### src/rtl/seq_mult_if.sv
// seq_mult_if: ld / mult_ok multiply handshake between an initiator and the
// seq_mult responder.
//   ld        initiator -> responder  start request (rising edge starts)
//   mult1     initiator -> responder  multiplicand, unsigned, WIDTH bits
//   mult2     initiator -> responder  multiplier, unsigned, WIDTH bits
//   mult_res  responder -> initiator  last completed product, 2*WIDTH bits
//   mult_ok   responder -> initiator  one-cycle result-valid strobe
//   busy      responder -> initiator  multiply in progress
//   dbg       responder -> initiator  current state encoding
interface seq_mult_if #(
    parameter int WIDTH = 8
);
    logic                   ld;
    logic [WIDTH-1:0]       mult1;
    logic [WIDTH-1:0]       mult2;
    logic [2*WIDTH-1:0]     mult_res;
    logic                   mult_ok;
    logic                   busy;
    logic [1:0]             dbg;

    modport master (
        output ld, mult1, mult2,
        input  mult_res, mult_ok, busy, dbg
    );

    modport slave (
        input  ld, mult1, mult2,
        output mult_res, mult_ok, busy, dbg
    );
endinterface

### src/rtl/seq_mult.sv
// seq_mult: sequential shift-add unsigned multiplier, responder side of the
// ld / mult_ok handshake. One multiply in flight; fixed latency of WIDTH
// edges from the start edge to the mult_ok cycle.
//   clk    system clock, rising edge
//   reset  synchronous reset, active-low
//   bus    seq_mult_if slave modport (ld, mult1, mult2 in;
//          mult_res, mult_ok, busy, dbg out)
//
// state  | meaning
// IDLE   | waiting for a rising edge on ld
// RUN    | one shift-add step per edge, WIDTH steps
// DONE   | mult_ok pulse cycle, then back to IDLE
// (3)    | unused, recovers to IDLE
module seq_mult #(
    parameter int WIDTH = 8
) (
    input  logic        clk,
    input  logic        reset,
    seq_mult_if.slave   bus
);
    localparam int CW = (WIDTH > 1) ? $clog2(WIDTH) : 1;

    typedef enum logic [1:0] {
        S_IDLE   = 2'd0,
        S_RUN    = 2'd1,
        S_DONE   = 2'd2,
        S_UNUSED = 2'd3
    } state_t;

    state_t               state;
    logic                 ld_q;
    logic [2*WIDTH-1:0]   a_sh;
    logic [WIDTH-1:0]     b_sh;
    logic [2*WIDTH-1:0]   acc;
    logic [CW-1:0]        cnt;
    logic [2*WIDTH-1:0]   res_q;
    logic                 ok_q;
    logic                 busy_q;

    logic                 start;
    logic [2*WIDTH-1:0]   acc_next;

    always_comb begin
        start    = bus.ld & ~ld_q;
        acc_next = b_sh[0] ? (acc + a_sh) : acc;
    end

    always_ff @(posedge clk) begin
        if (!reset) begin
            state  <= S_IDLE;
            ld_q   <= 1'b0;
            a_sh   <= '0;
            b_sh   <= '0;
            acc    <= '0;
            cnt    <= '0;
            res_q  <= '0;
            ok_q   <= 1'b0;
            busy_q <= 1'b0;
        end else begin
            // ld_q tracks ld in every state so a level held through a
            // multiply cannot look like a fresh edge once back in IDLE.
            ld_q <= bus.ld;
            case (state)
                S_IDLE: begin
                    ok_q <= 1'b0;
                    if (start) begin
                        a_sh   <= {{WIDTH{1'b0}}, bus.mult1};
                        b_sh   <= bus.mult2;
                        acc    <= '0;
                        cnt    <= '0;
                        busy_q <= 1'b1;
                        state  <= S_RUN;
                    end
                end
                S_RUN: begin
                    acc  <= acc_next;
                    a_sh <= a_sh << 1;
                    b_sh <= b_sh >> 1;
                    cnt  <= cnt + 1'b1;
                    if (cnt == CW'(WIDTH - 1)) begin
                        res_q <= acc_next;
                        ok_q  <= 1'b1;
                        state <= S_DONE;
                    end
                end
                S_DONE: begin
                    ok_q   <= 1'b0;
                    busy_q <= 1'b0;
                    state  <= S_IDLE;
                end
                default: begin
                    ok_q   <= 1'b0;
                    busy_q <= 1'b0;
                    state  <= S_IDLE;
                end
            endcase
        end
    end

    assign bus.mult_res = res_q;
    assign bus.mult_ok  = ok_q;
    assign bus.busy     = busy_q;
    assign bus.dbg      = state;
endmodule

### src/flat_wrapper.sv
// flat-port wrapper written by rule: the top's interface ports become plain ports
module seq_mult_flat 
#(
    parameter int WIDTH = 8
)
  (clk, reset, bus_ld, bus_mult1, bus_mult2, bus_mult_res, bus_mult_ok, bus_busy, bus_dbg);
  seq_mult_if #(.WIDTH(WIDTH)) bus_i ();
  input  logic clk;
  input  logic reset;
  input wire logic [$bits(bus_i.ld)-1:0] bus_ld;
  input wire logic [$bits(bus_i.mult1)-1:0] bus_mult1;
  input wire logic [$bits(bus_i.mult2)-1:0] bus_mult2;
  output wire logic [$bits(bus_i.mult_res)-1:0] bus_mult_res;
  output wire logic [$bits(bus_i.mult_ok)-1:0] bus_mult_ok;
  output wire logic [$bits(bus_i.busy)-1:0] bus_busy;
  output wire logic [$bits(bus_i.dbg)-1:0] bus_dbg;
  assign bus_i.ld = bus_ld;
  assign bus_i.mult1 = bus_mult1;
  assign bus_i.mult2 = bus_mult2;
  assign bus_mult_res = bus_i.mult_res;
  assign bus_mult_ok = bus_i.mult_ok;
  assign bus_busy = bus_i.busy;
  assign bus_dbg = bus_i.dbg;
  seq_mult #(.WIDTH(WIDTH)) u_core (.clk(clk), .reset(reset), .bus(bus_i));
endmodule
### config.mk
export PLATFORM = sky130hd
export DESIGN_NAME = seq_mult_flat
export DESIGN_NICKNAME = d
export VERILOG_FILES = /design/src/rtl/seq_mult_if.sv /design/src/rtl/seq_mult.sv /design/src/flat_wrapper.sv
export SDC_FILE = /design/constraint.sdc
export NUM_CORES = 1
export LEC_CHECK = 0
export ABC_AREA = 1
export CORE_MARGIN = 8
export CORE_UTILIZATION = 51
export DETAILED_ROUTE_END_ITERATION = 8
export PLACE_DENSITY = 0.87
export SLEW_MARGIN = 10
export SYNTH_ARGS = -nofsm -noshare
export SYNTH_HDL_FRONTEND = slang
export SYNTH_SLANG_ARGS = --single-unit
export TNS_END_PERCENT = 30
### constraint.sdc
create_clock -name clk -period 1.65 [get_ports clk]
set_clock_uncertainty 0.15 [all_clocks]
set_input_delay 0.33 -clock clk [delete_from_list [all_inputs] [get_ports clk]]
set_output_delay 0.33 -clock clk [all_outputs]
set_load 0.02 [all_outputs]
Word level (Yosys, flattened, before mapping). Index checks and enable logic that the tools add are counted.

Input port bits: 19. Bits in registers: 64.

Equal/unequal tests: 4. Bitwise logic cells: 3. Add/subtract/negate cells: 2. Reductions and logical operators: 7. Muxes and demuxes: 14.

Operator list (number): one-hot mux 16 bit (2 select lines) (2); 2-to-1 mux 16 bit (3); adder 16 bit (1); one-hot mux 8 bit (2 select lines) (1); AND reduction 2 bit (5); 2-to-1 mux 8 bit (1); one-hot mux 3 bit (2 select lines) (1); 2-to-1 mux 2 bit (2); != test 2 x 1 -> 1 bit (second input constant) (2); one-hot mux 2 bit (2 select lines) (1); adder 3 x 1 -> 3 bit (second input constant) (1); == test 3 bit (second input constant) (1); 2-to-1 mux 3 bit (1); == test 2 x 1 -> 1 bit (second input constant) (1); logical NOT 2 bit (1); inverter 1 bit (2); one-hot mux 1 bit (2 select lines) (1); nonzero test 2 bit (1); AND 1 bit (1); 2-to-1 mux 1 bit (1).

Depth between registers and ports, before layout.
Depth after elaboration: 4. Mapped depth: 14. Mapped depth without buffers: 14.

Worst setup path after synthesis. OpenSTA, ideal clock, no wires.

Path type: flip-flop to flip-flop. Start: register u_core.acc[0]. End: register u_core.res_q[10] (netlist: u_core.bus.mult_res[10]). Slack: -159 ps. Arrival: 1550 ps. Stages on the path, launching flop included: 15. Data required time: 1391 ps. Library setup time: 109 ps. Clock period less this slack: 1809 ps. Cells stage by stage: dfxtp_1 -> ha_1 -> fa_1 -> nand2_1 -> nand2_1 -> nand3_2 -> nand2_2 -> nand2_1 -> nand2_1 -> nand2_1 -> nand3_1 -> nand2_1 -> nand2_1 -> nand2_1 -> inv_1.

Longest elaborated chain between the ends: 2.

RTL lines: start: declaration (RTL line seq_mult.sv:34) `logic [2*WIDTH-1:0] acc;`; start signal: assignment (RTL line seq_mult.sv:76) `acc <= acc_next;`; adder 16 bit (RTL line seq_mult.sv:45) `acc_next = b_sh[0] ? (acc + a_sh) : acc;`; 2-to-1 mux 16 bit (RTL line seq_mult.sv:45); end signal: assignment (RTL line seq_mult.sv:81) `res_q <= acc_next;`; end: declaration (RTL line seq_mult.sv:36) `logic [2*WIDTH-1:0] res_q;`.

Every way passes these cells. A chain may end at the register's enable or synchronous reset.

Worst setup path after layout.
Start: register u_core.acc[0]. End: register u_core.acc[8].

Longest elaborated chain between the ends: 3.

RTL lines: adder 16 bit (RTL line seq_mult.sv:45); 2-to-1 mux 16 bit (RTL line seq_mult.sv:45); one-hot mux 16 bit (2 select lines) (RTL line seq_mult.sv:63) `case (state)`.

Every way passes these cells.

==> flow_summary.json <==
{
  "status": "complete, but fails checks",
  "violations": "negative setup slack",
  "die_h_um": 99.4,
  "synthAdderAreaFrac_pct": 6.57,
  "power.leakage_nw": 2.53,
  "path_cells": "ha_4, fa_2, nand3_2, nand2_2, nand2_2, nand2_4, xor2_2, a21boi_1, o21ai_1",
  "worst-endpoint-required_ps": 1740,
  "yosysUniqueCellTypes": 38,
  "synth_fp_nets": 543,
  "hold_violations": 0,
  "clock_path_buffers": 2,
  "start_util_pct": 52.4,
  "syn-cell-area_mm2": 0.00354,
  "endpoint_kind": "flop",
  "drt_iter0_markers": 732,
  "critical_path_arrival_ps": 2260,
  "place_ws_ps": -276,
  "drt-pass1-iter-count": 8,
  "fin_area_mm2": 0.00510,
  "cp_common_cell": "nand2_2",
  "stdcell_count": 678,
  "worstSetupPathType": "reg -> reg",
  "synth_xor_area_share_pct": 0.989,
  "clk_latency_ps": 360,
  "numCtsBuffers": 9,
  "cts_sinks": 64,
  "max_slew_margin_pct": 72.1,
  "synthMuxAreaShare_pct": 0,
  "synth_edf_count": 0,
  "clkPwrFrac_pct": 38.3,
  "yosys-top-cells-count": "nand2_1, inv_1, dfxtp_1",
  "ir_worst_vdd_mv": 0.971,
  "die_area_mm2": 0.00987,
  "cts_tree": "built",
  "setup_viol": 31,
  "synth_compound_area_share_pct": 15.5,
  "place_area_mm2": 0.00433,
  "period_minus_slack_ps": 2170,
  "grtUsageTotal_pct": 25.9,
  "route.detailed.drc": 0,
  "grt_setup_unrepaired": "yes",
  "max_cap_viol_count": 0,
  "clkTransAtPathRegs_ps": 80,
  "yosysMostFrequentCell": "nand2_1",
  "overflow": 0,
  "synth_top_family_by_area": "simple AND/OR/NAND/NOR gates",
  "critPathMaxFanout": 3,
  "grt_pass1_wl_mm": 20.4,
  "power_density_mw_per_mm2": 803,
  "portBuffers": 38,
  "switching_share_pct": 30.2,
  "layout-drive-gt1-share_pct": 34.3,
  "post-route-period-util_pct": 132,
  "multi_input_area_mm2": 0.00230,
  "worst_pin_slew_ps": 418,
  "rows": 30,
  "ant_nets": 0,
  "synth-seq-cells": 64,
  "max_freq_mhz": 460,
  "final_nets": 631,
  "ys_seq_area_share_pct": 36.2,
  "drt-met1-wl_mm": 5.11,
  "top_layer": "met4",
  "cts_hold_buffers": 0,
  "die_w_um": 99.4,
  "ys_warn_count": 0,
  "first_global_vias": 4092,
  "wire_per_inst_um": 22.2,
  "yosys.area.top_type": "dfxtp_1",
  "ys_async_sr_fraction_pct": 0,
  "fill_cells": 370,
  "area_delta_synth_final_pct": 43.8,
  "power_frac_comb_pct": 20.5,
  "place_congestion": 0.957,
  "finalWirelength_mm": 15.1,
  "htreeDepth": 3,
  "regArea_mm2": 0.00132,
  "met3WireLength_mm": 1.71,
  "grt_max_degree": 33,
  "power_mw": 4.09,
  "cp_slowest_stage_delay_ps": 370,
  "vias": 4419,
  "power.internal_mw": 2.86,
  "synth_cells": 506,
  "hold_path.class": "reg -> reg",
  "cpMaxStageDelayCell": "fa_2",
  "worst-path-buf-inv": 0,
  "synthSimpleGateAreaFrac_pct": 29.4,
  "yosysTopAreaCellShare_pct": 36.2,
  "hpwlAfterDp_mm": 7.14,
  "worstSetupStartpointType": "flop",
  "synth_area_leaders": "dfxtp_1, nand2_1, inv_1, ha_1, nand3_1",
  "cpLargestDelayFamily": "adder cells",
  "clock-root-buffer": "clkbuf_8",
  "diodes": 0,
  "fin_ws_ps": -522,
  "dp.cells": 650,
  "power.share.sequential_pct": 41.2,
  "switching_power_mw": 1.24,
  "synth_area_per_cell_um2": 7.00,
  "antenna_found_initial": 0,
  "synth_flop_cell": "dfxtp_1",
  "wl_met2_mm": 6.86,
  "design.core.area_mm2": 0.00676,
  "drv_slew": 0,
  "vias_per_cell": 6.52,
  "io_pins": 39
}
==> cells by family (layout without fill, tap and decap cells) <==
family	after synthesis	in the layout
and+or+nand+nor	233	233
buffers and inverters	97	189
adders and majority gates	18	18
AOI/OAI and AO/OA	90	90
DFF	64	64
xor gates and xnor gates	4	4
==> stage by stage <==
stage / hold slack [ps] / setup TNS (ps) / utilization, %
after floorplan: 273 / -545 / -
after global placement: 307 / -4960 / 64.1
after detailed placement: 310 / -7540 / 64.1
after CTS: 302 / -3270 / 73.2
after global routing: 322 / -10160 / 75.4
final: 326 / -8070 / 75.4
==> worst register-to-register path: stages (launching register included) <==
cell and delay (ps):
dfxtp_2 350, ha_4 170, fa_2 380, nand3_2 90, nand2_2 80, nand2_2 100, nand2_4 80, xor2_2 180
a21boi_1 360, o21ai_1 130
==> power by group through the flow <==
stage               Clock (mW)  Combinational (mW)  Sequential [mW]
floorplan                    0               0.356             1.69
global placement             0               0.592             1.69
detailed placement           0               0.613             1.69
CTS                       1.50               0.722             1.68
global route              1.60               0.875             1.69
finish                    1.57               0.839             1.69
==> layer usage <==
layer	track usage (%)	vias up
met3	6.77	173
li1	-	1807
met2	44.6	429
met5	0	-
met4	17.8	0
met1	27.0	2010
==> flip-flops by register name, indices dropped and copies added, names as in the netlist <==
name and flops:
u_core.ld_q 1, u_core.acc 16, u_core.bus.mult_ok 1, u_core.bus.mult_res 16
u_core.b_sh 8, u_core.cnt 3, u_core.bus.dbg 2, u_core.bus.busy 1
u_core.a_sh 16
==> timing repair <==
| item | CTS | global route |
|---|---|---|
| gates resized for setup | 109 | 34 |
| pin swaps | 13 | 11 |
| setup buffers | 7 | 6 |
| setup endpoints to repair | 48 | 40 |
==> final timing paths <==
path,slack (ps),depth (start not counted),end,start
max reg2reg,-520,9,u_core.acc[8],u_core.acc[0]
min reg2reg,330,1,u_core.cnt[0],u_core.cnt[0]
max,-520,9,u_core.acc[8],u_core.acc[0]
min,330,1,u_core.cnt[0],u_core.cnt[0]
==> placed cells by master (no fill, tap or decap), types with 12 or more instances in the layout <==
master           count
dfxtp_1             34
nand2_4             12
o21ai_1             13
nand3_1             25
dfxtp_2             29
nand2_2             28
inv_1               69
o21ai_0             18
ha_4                13
buf_4               54
nand3_2             15
nor2_1              13
a31oi_1             14
clkdlybuf4s50_1     18
nand2_1            124
dlygate4sd2_1       19
==> layout make-up <==
class | instances | share of cell area (%)
inverters | 77 | 5.79
clock buffers | 10 | 2.70
clock inverters | 5 | 1.60
well taps | 80 | 1.96
repair buffers | 97 | 16.8
flip-flops and latches | 64 | 25.9
multi-input cells | 345 | 45.2
No activity file was read; power rests on OpenSTA's default activity.
==> variant: new RTL, same flow settings <==
Make the reset (`reset`) asynchronous in one clocked block. Comments in the files are not updated.
--- a/src/rtl/seq_mult.sv
+++ b/src/rtl/seq_mult.sv
@@ -45,7 +45,7 @@
         acc_next = b_sh[0] ? (acc + a_sh) : acc;
     end
 
-    always_ff @(posedge clk) begin
+    always_ff @(posedge clk or negedge reset) begin
         if (!reset) begin
             state  <= S_IDLE;
             ld_q   <= 1'b0;
Behaviour: differs if reset is asserted again (counterexample within 4 cycles, from zero or initial values and one cycle with reset low); with reset held inactive, the same outputs for 4 cycles.
==> variant against the original RTL <==
  * The flow still finishes with violations (negative setup slack)
  * Sequential share of layout area up 5.8 points
  * First-iteration DRC count down 61%
  * Hold slack worse by 0.014 ns
  * Cell area down 0.79%
  * Critical path depth up 2
  * Via count down 22%
  * Sequential cell count unchanged
  * Global-route usage down 5.2 points
  * Worst setup slack better by 0.085 ns
  * Routed wire length down 32%
  * Synthesized area up 2.5%
  * Critical endpoint is now u_core.acc[8]
Power is left out: it rests on default switching activity, and per cell area and clock period it moved more than threefold.
==> variant: results (changes against the original RTL) <==
logic_synthesis:
  synthXorXnorAreaFrac_pct: 0.965  # -0.024 points
  synthArstFlopShare_pct: 100  # +100 points
  ys.flop_type: "dfrtp_1"
  synth_compound_area_share_pct: 11.6  # -3.9 points
  ys_seq_area_share_pct: 44.1  # +7.9 points
  syn_inst: 471  # -6.9%
  synthTopCellsByCount: "144 x nand2_1, 67 x inv_1, 64 x dfrtp_1, 38 x nand3_1, 26 x o21ai_0"
  synthesis.nets: 508  # -6.4%
  synth_fa_ha_area_share_pct: 6.41  # -0.16 points
  ys_types: 32  # -16%
  synth-edff-count: 0  # unchanged
  yosysWarnings: 0  # unchanged
  synthTopCellsByArea: "dfrtp_1 44%, nand2_1 15%, inv_1 6.9%, ha_1 5.9%, nand3_1 5.2%"
final_layout:
  nets: 579  # -8.2%
  drive_gt1_share_pct: 28.0  # -6.3 points
  fill_cells: 461  # +25%
  final_cells: 643  # -5.2%
  antenna_cells: 0  # unchanged
place:
  place_ws_ns: -0.351  # -0.0752 ns
  port-buffer-count: 38  # unchanged
  place.gp.congestion: 0.856  # -11%
  place_area_sq_um: 4360  # +0.75%
  dpl.hpwl_um: 6200  # -13%
  dp.cells: 621  # -4.5%
worst_setup_path:
  cp_slowest_cell: "dfrtp_1"
  cpPeakStageDelay_ns: 0.42  # +0.05 ns
  critPathTopFamily: "simple AND/OR/NAND/NOR gates"
  crit_path_max_fanout: 3  # unchanged
sta:
  relSlewSlack_pct: 77.6  # +5.5 points
  tns_ns: -6.70  # +1.38 ns
  worst_slack_ns: -0.437  # +0.0850 ns
  setup_viol: 30  # -3.2%
global_routing:
  grt_usage_pct: 20.6  # -5.2 points
  grt_max_degree: 65  # +97%
  grt_pass1_wl_um: 16500  # -19%
  grt_pass1_vias: 3600  # -12%
clock_tree:
  htreeDepth: 3  # unchanged
  clock_latency_ns: 0.36  # about the same
  cts.clk_slew.worst_paths_ns: 0.08  # about the same
run_status:
  outcome: "finished, violations left"
  violations: "negative setup slack"
routing:
  maxUsedRoutingLayer: "met4"
  route.met3.wl_um: 716  # -58%
  drt-pass1-iter-count: 5  # -3
  drt_iter0_drc: 282  # -61%
  wl_per_cell_um: 16.0  # -28%
  vias: 3440  # -22%
  wl_met1_um: 4200  # -18%
  wl_met2_um: 5070  # -26%
worst_hold_path:
  hp-class: "in2reg"
==> variant: changes by cell type in the layout (fill, tap and decap cells not counted), moves of 3 or more <==
cell / change
nand2_1: -4
o211ai_1: +9
nand2_4: -5
o21ai_0: +3
buf_4: -21
nand2_2: -6
a31oi_1: -14
dfxtp_1: -34
dfxtp_2: -29
o21a_1: -7
dfrtp_1: +63
or2_2: +7
o21ai_1: -3
==> variant: final timing paths <==
path	start	to	slack (ns)	cells past startpoint
min	bus_ld	u_core.ld_q	0.31	1
min in group asynchronous	reset	u_core.acc[13]	0.36	3
max reg2reg	u_core.a_sh[0]	u_core.acc[8]	-0.44	11
max in group asynchronous	reset	u_core.acc[1]	0.70	3
min reg2reg	u_core.bus.mult_res[10]	u_core.bus.mult_res[10]	0.32	2
max	u_core.a_sh[0]	u_core.acc[8]	-0.44	11
==> variant: layout make-up <==
cell class	instances	area (sq um)	share of cell area, %
clock inverter	6	115	2.28
tap	96	120	2.38
inverter	73	274	5.42
multi-input combinational	317	2100	41.5
clock buffer	10	138	2.72
timing repair buffer	77	708	14.0
sequential	64	1600	31.7
==> variant: what timing repair did <==
action                                 4_1_cts  5_1_grt
resized for setup                           77       28
buffers inserted                             4        2
hold buffers                                 1        0
pin swaps                                   11       12
setup endpoints to repair                   51       44
endpoints found under the hold margin       64        0
==> variant: cells by family (layout without fill, tap and decap cells) <==
kind of cell | after synthesis | after routing
xor+xnor | 4 | 4
flops | 64 | 64
simple gates | 223 | 223
buf+inv | 90 | 166
fa+ha+maj | 18 | 18
compound gates | 72 | 72
==> variant: metal layers <==
metal / up-vias / global-route usage [%]
met3: 33 / 6.44
met5: - / 0
li1: 1657 / -
met1: 1633 / 22.7
met4: 0 / 8.95
met2: 117 / 35.7
